==> src/rtl/lsu_mem_ctrl_if.sv <==
// lsu_mem_ctrl_if
// Bundles the three signal groups around the load/store controller:
//   request  (execute stage -> controller): req_valid, req_ready, req_write,
//            req_addr, req_wdata
//   response (controller -> execute stage): resp_valid, resp_ready,
//            resp_rdata, resp_err
//   memory   (controller <-> data memory):  mem_addr, mem_wdata, mem_we,
//            mem_rdata
// Modport slave is the controller's view; modport master is the view of
// the surrounding logic (requester, response consumer and memory).
interface lsu_mem_ctrl_if #(
    parameter int AW = 32
);
    logic          req_valid;
    logic          req_ready;
    logic          req_write;
    logic [AW-1:0] req_addr;
    logic [31:0]   req_wdata;

    logic          resp_valid;
    logic          resp_ready;
    logic [31:0]   resp_rdata;
    logic          resp_err;

    logic [31:0]   mem_addr;
    logic [31:0]   mem_wdata;
    logic          mem_we;
    logic [31:0]   mem_rdata;

    modport slave (
        input  req_valid, req_write, req_addr, req_wdata,
        input  resp_ready, mem_rdata,
        output req_ready, resp_valid, resp_rdata, resp_err,
        output mem_addr, mem_wdata, mem_we
    );

    modport master (
        output req_valid, req_write, req_addr, req_wdata,
        output resp_ready, mem_rdata,
        input  req_ready, resp_valid, resp_rdata, resp_err,
        input  mem_addr, mem_wdata, mem_we
    );
endinterface

==> src/rtl/lsu_mem_ctrl.sv <==
// lsu_mem_ctrl
// Load/store controller in front of a word-addressed, single-port,
// synchronous-read data memory. Accepts one byte-addressed request at a
// time, rejects misaligned or out-of-range addresses without touching the
// memory, runs the memory cycle and returns exactly one response.
// Ports:
//   clk    system clock, rising edge
//   rst_n  synchronous active-low reset
//   bus    lsu_mem_ctrl_if.slave: request handshake, response handshake
//          and memory port (see the interface file)
// Latency from the accepting edge to the first cycle with resp_valid:
//   error 1 cycle, store 2 cycles, load 3 cycles.
module lsu_mem_ctrl #(
    parameter int DEPTH = 32,
    parameter int AW    = 32
) (
    input  logic            clk,
    input  logic            rst_n,
    lsu_mem_ctrl_if.slave   bus
);

    typedef enum logic [1:0] {
        IDLE  = 2'd0,
        ISSUE = 2'd1,
        WAIT  = 2'd2,
        RESP  = 2'd3
    } state_t;

    state_t        state_r;
    logic          wr_r;
    logic          req_ready_r;
    logic          resp_valid_r;
    logic [31:0]   resp_rdata_r;
    logic          resp_err_r;
    logic          mem_we_r;
    logic [31:0]   mem_addr_r;
    logic [31:0]   mem_wdata_r;

    logic [AW-1:0] req_idx_s;
    logic          req_err_s;

    // A request is rejected when it is not word aligned or its word index
    // falls outside the memory.
    function automatic logic addr_err(input logic [AW-1:0] addr);
        logic [AW-1:0] idx;
        idx = addr >> 2;
        return (addr[1:0] != 2'b00) || (idx >= AW'(DEPTH));
    endfunction

    // Decode the word index and error condition of the offered request.
    always_comb begin
        req_idx_s = bus.req_addr >> 2;
        req_err_s = addr_err(bus.req_addr);
    end

    // Request/response sequencer; all outputs are registered here.
    always_ff @(posedge clk) begin
        if (!rst_n) begin
            state_r      <= IDLE;
            wr_r         <= 1'b0;
            req_ready_r  <= 1'b1;
            resp_valid_r <= 1'b0;
            resp_rdata_r <= 32'h0000_0000;
            resp_err_r   <= 1'b0;
            mem_we_r     <= 1'b0;
            mem_addr_r   <= 32'h0000_0000;
            mem_wdata_r  <= 32'h0000_0000;
        end else begin
            case (state_r)
                IDLE: begin
                    if (bus.req_valid) begin
                        req_ready_r <= 1'b0;
                        wr_r        <= bus.req_write;
                        if (req_err_s) begin
                            // Rejected: answer straight away, memory untouched.
                            resp_valid_r <= 1'b1;
                            resp_err_r   <= 1'b1;
                            resp_rdata_r <= 32'h0000_0000;
                            state_r      <= RESP;
                        end else begin
                            // Index is in range here, so the cast loses nothing.
                            mem_addr_r  <= 32'(req_idx_s);
                            mem_wdata_r <= bus.req_wdata;
                            mem_we_r    <= bus.req_write;
                            state_r     <= ISSUE;
                        end
                    end else begin
                        req_ready_r <= 1'b1;
                    end
                end
                ISSUE: begin
                    // The memory sees exactly one write-enable cycle per store.
                    mem_we_r <= 1'b0;
                    if (wr_r) begin
                        resp_valid_r <= 1'b1;
                        resp_err_r   <= 1'b0;
                        resp_rdata_r <= 32'h0000_0000;
                        state_r      <= RESP;
                    end else begin
                        state_r <= WAIT;
                    end
                end
                WAIT: begin
                    // Registered read data of the address issued last cycle.
                    mem_we_r     <= 1'b0;
                    resp_rdata_r <= bus.mem_rdata;
                    resp_err_r   <= 1'b0;
                    resp_valid_r <= 1'b1;
                    state_r      <= RESP;
                end
                RESP: begin
                    if (bus.resp_ready) begin
                        resp_valid_r <= 1'b0;
                        req_ready_r  <= 1'b1;
                        state_r      <= IDLE;
                    end
                end
                default: begin
                    state_r      <= IDLE;
                    req_ready_r  <= 1'b1;
                    resp_valid_r <= 1'b0;
                    mem_we_r     <= 1'b0;
                end
            endcase
        end
    end

    assign bus.req_ready  = req_ready_r;
    assign bus.resp_valid = resp_valid_r;
    assign bus.resp_rdata = resp_rdata_r;
    assign bus.resp_err   = resp_err_r;
    assign bus.mem_we     = mem_we_r;
    assign bus.mem_addr   = mem_addr_r;
    assign bus.mem_wdata  = mem_wdata_r;

endmodule
==> src/flat_wrapper.sv <==
// flat-port wrapper written by rule: the top's interface ports become plain ports
module lsu_mem_ctrl_flat 
#(
    parameter int DEPTH = 32,
    parameter int AW    = 32
)
  (clk, rst_n, bus_req_valid, bus_req_write, bus_req_addr, bus_req_wdata, bus_resp_ready, bus_mem_rdata, bus_req_ready, bus_resp_valid, bus_resp_rdata, bus_resp_err, bus_mem_addr, bus_mem_wdata, bus_mem_we);
  lsu_mem_ctrl_if #(.AW(AW)) bus_i ();
  input  logic clk;
  input  logic rst_n;
  input wire logic [$bits(bus_i.req_valid)-1:0] bus_req_valid;
  input wire logic [$bits(bus_i.req_write)-1:0] bus_req_write;
  input wire logic [$bits(bus_i.req_addr)-1:0] bus_req_addr;
  input wire logic [$bits(bus_i.req_wdata)-1:0] bus_req_wdata;
  input wire logic [$bits(bus_i.resp_ready)-1:0] bus_resp_ready;
  input wire logic [$bits(bus_i.mem_rdata)-1:0] bus_mem_rdata;
  output wire logic [$bits(bus_i.req_ready)-1:0] bus_req_ready;
  output wire logic [$bits(bus_i.resp_valid)-1:0] bus_resp_valid;
  output wire logic [$bits(bus_i.resp_rdata)-1:0] bus_resp_rdata;
  output wire logic [$bits(bus_i.resp_err)-1:0] bus_resp_err;
  output wire logic [$bits(bus_i.mem_addr)-1:0] bus_mem_addr;
  output wire logic [$bits(bus_i.mem_wdata)-1:0] bus_mem_wdata;
  output wire logic [$bits(bus_i.mem_we)-1:0] bus_mem_we;
  assign bus_i.req_valid = bus_req_valid;
  assign bus_i.req_write = bus_req_write;
  assign bus_i.req_addr = bus_req_addr;
  assign bus_i.req_wdata = bus_req_wdata;
  assign bus_i.resp_ready = bus_resp_ready;
  assign bus_i.mem_rdata = bus_mem_rdata;
  assign bus_req_ready = bus_i.req_ready;
  assign bus_resp_valid = bus_i.resp_valid;
  assign bus_resp_rdata = bus_i.resp_rdata;
  assign bus_resp_err = bus_i.resp_err;
  assign bus_mem_addr = bus_i.mem_addr;
  assign bus_mem_wdata = bus_i.mem_wdata;
  assign bus_mem_we = bus_i.mem_we;
  lsu_mem_ctrl #(.DEPTH(DEPTH), .AW(AW)) u_core (.clk(clk), .rst_n(rst_n), .bus(bus_i));
endmodule
==> config.mk <==
export PLATFORM = sky130hd
export DESIGN_NAME = lsu_mem_ctrl_flat
export DESIGN_NICKNAME = d
export VERILOG_FILES = /design/src/rtl/lsu_mem_ctrl_if.sv /design/src/rtl/lsu_mem_ctrl.sv /design/src/flat_wrapper.sv
export SDC_FILE = /design/constraint.sdc
export NUM_CORES = 1
export LEC_CHECK = 0
export CORE_ASPECT_RATIO = 1.1
export CORE_MARGIN = 2
export CORE_UTILIZATION = 40
export CTS_CLUSTER_DIAMETER = 40
export DETAILED_ROUTE_END_ITERATION = 12
export GPL_TIMING_DRIVEN = 0
export PLACE_DENSITY_LB_ADDON = 0.25
export SYNTH_ARGS = -nofsm -noshare
export SYNTH_HDL_FRONTEND = slang
export SYNTH_SLANG_ARGS = --single-unit
==> constraint.sdc <==
create_clock -name clk -period 2.5 [get_ports clk]
set_clock_uncertainty 0.2 [all_clocks]
set_input_delay 0.5 -clock clk [delete_from_list [all_inputs] [get_ports clk]]
set_output_delay 0.5 -clock clk [all_outputs]
set_load 0.02 [all_outputs]
* Yosys cells after proc, flatten, opt, wreduce, memory -nomap -nowiden *
Cells that the tools add are included.

storage, ports and cells
  bits in registers = 101
  input bits = 101
  output and inout port bits = 100
  logic and storage cells = 55

operators by class
  order comparisons = 1
  equality and inequality tests = 8
  muxes and demuxes = 22
  bitwise operators = 1
  reduce and logical (&&, ||, !) cells = 14

operators by type and width
  cell                                                   count
  two-way mux 32 bit                                     3
  one-hot mux 32 bit (3 select lines)                    1
  >= comparator 30 x 6 -> 1 bit (second input constant)  1
  two-way mux 1 bit                                      10
  one-hot mux 2 bit (4 select lines)                     1
  AND reduction 4 bit                                    2
  two-way mux 2 bit                                      3
  != test 2 bit (second input constant)                  3
  AND reduction 2 bit                                    3
  AND reduction 3 bit                                    2
  nonzero test 2 bit                                     3
  == test 2 bit (second input constant)                  2
  != test 2 x 1 -> 1 bit (second input constant)         2
  one-hot mux 1 bit (2 select lines)                     2
  one-hot mux 1 bit (4 select lines)                     1
  one-hot mux 1 bit (3 select lines)                     1
  nonzero test 3 bit                                     1
  == test 2 x 1 -> 1 bit (second input constant)         1
  logical NOT 2 bit                                      1
  OR reduction 2 bit                                     1
  logical OR 1 bit                                       1
  inverter 1 bit                                         1

* Depth between registers and ports, before layout *
  depth in word-level cells = 5
  depth in mapped cells = 10
  depth with buffers taken out = 6

* Worst setup path after synthesis *
No wires, ideal clock.

  kind = register to register
  from = register u_core.state_r[0]
  to = register u_core.mem_addr_r[0], in the netlist u_core.bus.mem_addr[0]
  arrival time = 1.721 ns
  data required time = 2.182 ns
  slack = 0.461 ns
  stages on the path, launching flop included = 11
  buffers on the path = 4
  clock period less this slack = 2.039 ns
  cells stage by stage = dfxtp_1 -> inv_1 -> ha_1 -> buf_4 -> nor4b_4 -> and3_4 -> and3_1 -> buf_6 -> buf_12 -> buf_12 -> mux2i_1

on the way
  cells in the longest elaborated chain, start to end = 2

ends and longest elaborated chain
  element                               RTL line            RTL
  from (decl)                           lsu_mem_ctrl.sv:29  state_t state_r;
  from (signal assigned)                lsu_mem_ctrl.sv:59  state_r <= IDLE;
  from (signal assigned)                lsu_mem_ctrl.sv:79  state_r <= RESP;
  from (signal assigned)                lsu_mem_ctrl.sv:85  state_r <= ISSUE;
  logical NOT 2 bit                     lsu_mem_ctrl.sv:69  case (state_r)
  AND reduction 3 bit (no source line)  n/a
  to (signal assigned)                  lsu_mem_ctrl.sv:82  mem_addr_r <= 32'(req_idx_s);
  to (decl)                             lsu_mem_ctrl.sv:36  logic [31:0] mem_addr_r;

Every way passes these cells.
A chain may end at the register's enable or synchronous reset.

* Worst setup path in the final report *
  from = input port bus_req_addr[19]
  to = register u_core.mem_wdata_r[7], in the netlist u_core.bus.mem_wdata[7]

on the way
  cells in the longest elaborated chain, start to end = 4

ends and longest elaborated chain
  element                               RTL line            RTL
  from (decl)                           flat_wrapper.sv:13  input wire logic [$bits(bus_i.req_addr)-1:0] bus_req_addr;
  >= comparator 30 x 6 -> 1 bit         lsu_mem_ctrl.sv:47  return (addr[1:0] != 2'b00) || (idx >= AW'(DEPTH));
  logical OR 1 bit                      lsu_mem_ctrl.sv:47
  inverter 1 bit (no source line)       n/a
  AND reduction 3 bit (no source line)  n/a
  to (signal assigned)                  lsu_mem_ctrl.sv:83  mem_wdata_r <= bus.req_wdata;
  to (decl)                             lsu_mem_ctrl.sv:37  logic [31:0] mem_wdata_r;

Every way passes these cells.

==> results.md <==
- Status: finished, final reports clean
- Placer's final routability congestion estimate: 0.850
- Post-route design area: 6320 um^2
- Cell types with the largest area share after synthesis: dfxtp_1, mux2i_1, nand2_1
- Hold Vio Cnt, Final: 0
- Die X-Extent: 99.7 um
- Hold Worst Slack: 259 ps
- Cell row count: 38
- DRT Wirelength: roughly 11,000 um
- Worst Hold Class: reg -> reg
- Number of buffer cells added on primary ports: ~200
- Routed length per instance: 14.8 um
- Clock sink count: 101
- Achievable frequency: 440 MHz
- Number of distinct library cell variants in the gate-level netlist after synthesis: 31
- Routed via count: 3,645
- Cell chosen for the clock root: clkbuf_8
- Worst endpoint data arrival time: 2350 ps
- FF+latch count, synth: 101
- Antenna diode count: 0
- Vias in the first global route: 3,680
- Area of the die: 10,900 um^2
- Gate family responsible for the most delay along the worst path: simple AND/OR/NAND/NOR gates
- Buffers plus inverters on the worst setup path: 4
- Shortest period the worst path allows: 2270 ps
- Most instantiated flip-flop cell in the synthesis netlist: dfxtp_1
- Residual antenna-violating net count after detailed routing: 0
- Total standard cell area after synthesis: 4030 um^2
- Non-filler instance count after layout: between 700 and 800
- Total number of yosys warnings: 0
- 1st-pass router iterations: 4
- Final WS setup: 229 ps
- Cell chain of the critical path: clkdlybuf4s50_1 > nor4_2 > and4_1 > and3_1 > buf_6 > buf_12 > buf_12 > mux2i_1
- Setup slack on the worst flop-to-flop path: around 240 ps
- Sort of element at the start of the critical path: primary input
- Crit-path max FO: 10
- Maximum number of pins on one net before global-route repair: 16
- Initial antenna violation count: 0
- Crit path required time: 2580 ps
- Global-route total usage across every layer: 20.3%
- Final number of setup-violating endpoints: 0
- Max-slew headroom: 62.2%
- Sequential element share of the synthesized area: between 50% and 60%
- Post-layout util: 64.2%
- Clock tree from TritonCTS: yes
- Async set-reset flop share out of synthesis: 0%
- Number of max-slew violations in the final report: 0
- Post-synthesis cell count: approximately 420
- Post-layout net count: ~740
- Total Power: 4.08 mW
- Most frequent cells after synthesis: nand2_1, dfxtp_1, mux2i_1, nand3_1, and3_1
- Post-detail-place hpwl: 8670 um
- Total area of multi-input combinational cells: ~1800 um^2
- First-pass GRT wire length: approximately 18,000 um
- DRC violation count after routing: 0
- Inst Count DP: 740
- Remaining Overflow, GRT: 0
- Detailed router's first-iteration violation count: about 120
- Most frequent cell after synthesis: nand2_1
- Worst-path cell with the longest stage delay: clkdlybuf4s50_1
- Maximum single-stage delay on the critical path: 430 ps
- Worst setup path class: in -> reg
- Number of synthesized flops with an enable pin: 0
- Cell area power density: 646 nW/um^2
- CTS buffer count: 9
- Initial Utilization: between 40 and 50%
- Type of element capturing the critical path: register
- Clock transition at the registers of the reported paths: 90 ps
- Yosys top cell by area: dfxtp_1
- Core footprint: 9840 um^2
- Fraction of final layout cells sized beyond drive strength 1: under 10%
- Max-cap viol count: 0
- Vias per inst: 4.82
- Height of the chip: between 100 and 150 um
- Syn avg cell area: ~9.6 um^2
- Leak Pwr: 2.40 nW
- Fraction of post-synthesis cell area in the top cell type by area: 50.2%
- Clock buffer depth: 2
- RSZ-0062 raised after global routing: false
- Clk_lat worst skew: 350 ps
- Worst setup slack before clock tree synthesis: -193 ps
- Worst-margin pin slew: 568 ps
- Area after DPL: 6160 um^2
- Register cell area after layout: 2020 um^2
- Most Frequent Cell on Critical Path: buf_12
- Final critical-path share of the clock period: 90.9%
- H-tree depth: 3
- Fill cell instance count of the final layout: 807
- Buffers inserted during post-CTS setup optimization: 0
- Maximum VDD drop: 0.444 mV
- Sum of negative setup slack: 0 ps
- Area growth, synth to finish: 56.8%
- Number of top-level pins: 201
-- layout make-up --
type                       instances  share of cell area [%]
sequential                       101                    32.0
buffer                            36                    3.50
timing repair buffer             197                    31.2
clock buffer                      12                    2.14
multi-input combinational        282                    28.2
tap                              120                    2.38
clock inverter                     4                   0.396
inverter                           4                   0.238
-- flip-flops by register name (all words and copies together), names as in the netlist --
register / count
u_core.bus.mem_wdata: 32
u_core.bus.resp_rdata: 32
u_core.bus.mem_addr: 30
u_core.state_r: 2
u_core.bus.mem_we: 1
u_core.bus.req_ready: 1
u_core.bus.resp_err: 1
u_core.bus.resp_valid: 1
u_core.wr_r: 1
-- cell usage in the layout, fill, tap and decap left out, types with 2 or more instances in the layout --
| master | instances |
|---|---|
| clkdlybuf4s50_1 | 197 |
| nand2_1 | 112 |
| dfxtp_1 | 101 |
| mux2i_1 | 70 |
| nand3_1 | 35 |
| clkbuf_1 | 26 |
| and3_1 | 26 |
| clkbuf_8 | 9 |
| buf_4 | 8 |
| nor4_2 | 6 |
| inv_1 | 4 |
| ha_1 | 4 |
| buf_12 | 3 |
| nor2b_1 | 3 |
| nor3_1 | 3 |
| a21oi_1 | 3 |
| nor2_1 | 3 |
| o21ai_0 | 2 |
| o22ai_1 | 2 |
| conb_1 | 2 |
| clkinvlp_4 | 2 |
| clkinv_2 | 2 |
-- per-layer routing --
layer,vias up,routed length (um),global-route usage (%)
li1,1834,-,-
met4,0,267,9.00
met2,129,5410,34.9
met5,-,0,0
met3,20,860,5.59
met1,1662,4640,23.8
-- kinds of logic (layout without fill, tap and decap cells) --
kind of cell	count (synthesis)	after routing	share of synthesized area (%)
and+or+nand+nor	193	193	23.2
DFF	101	101	50.2
muxes	70	70	17.4
buffers and inverters	40	253	5.80
AOI/OAI and AO/OA	13	13	2.14
adders and majority gates	4	4	1.24
other	1	2	0.0930
-- worst min-delay path, cell delays in order (launching register included) --
cell,delay [ps]
dfxtp_1,310
nand2_1,50
mux2i_1,50
-- power breakdown --
part | total, mW | internal [mW] | switching, mW | leakage [nW]
registers | 1.79 | 1.72 | 0.0669 | 0.816
clock network | 0.897 | 0.360 | 0.537 | 0.0764
logic | 1.39 | 0.677 | 0.717 | 1.50
-- path summary, 6_finish.rpt --
path	start	to	cells past startpoint
worst max-delay path	bus_req_addr[19]	u_core.bus.mem_wdata[7]$_SDFFE_PN0P_	8
worst min-delay path	u_core.bus.mem_wdata[19]$_SDFFE_PN0P_	u_core.bus.mem_wdata[19]$_SDFFE_PN0P_	2
worst max register to register	u_core.state_r[0]$_SDFFE_PN0P_	u_core.bus.mem_wdata[7]$_SDFFE_PN0P_	10
worst min register to register	u_core.bus.mem_wdata[19]$_SDFFE_PN0P_	u_core.bus.mem_wdata[19]$_SDFFE_PN0P_	2
-- timing repair --
item	4_1_cts	5_1_grt
hold buffers	0	0
endpoints found under the setup margin	0	29
gates resized for setup	0	3
No activity file was read; power rests on OpenSTA's default activity.
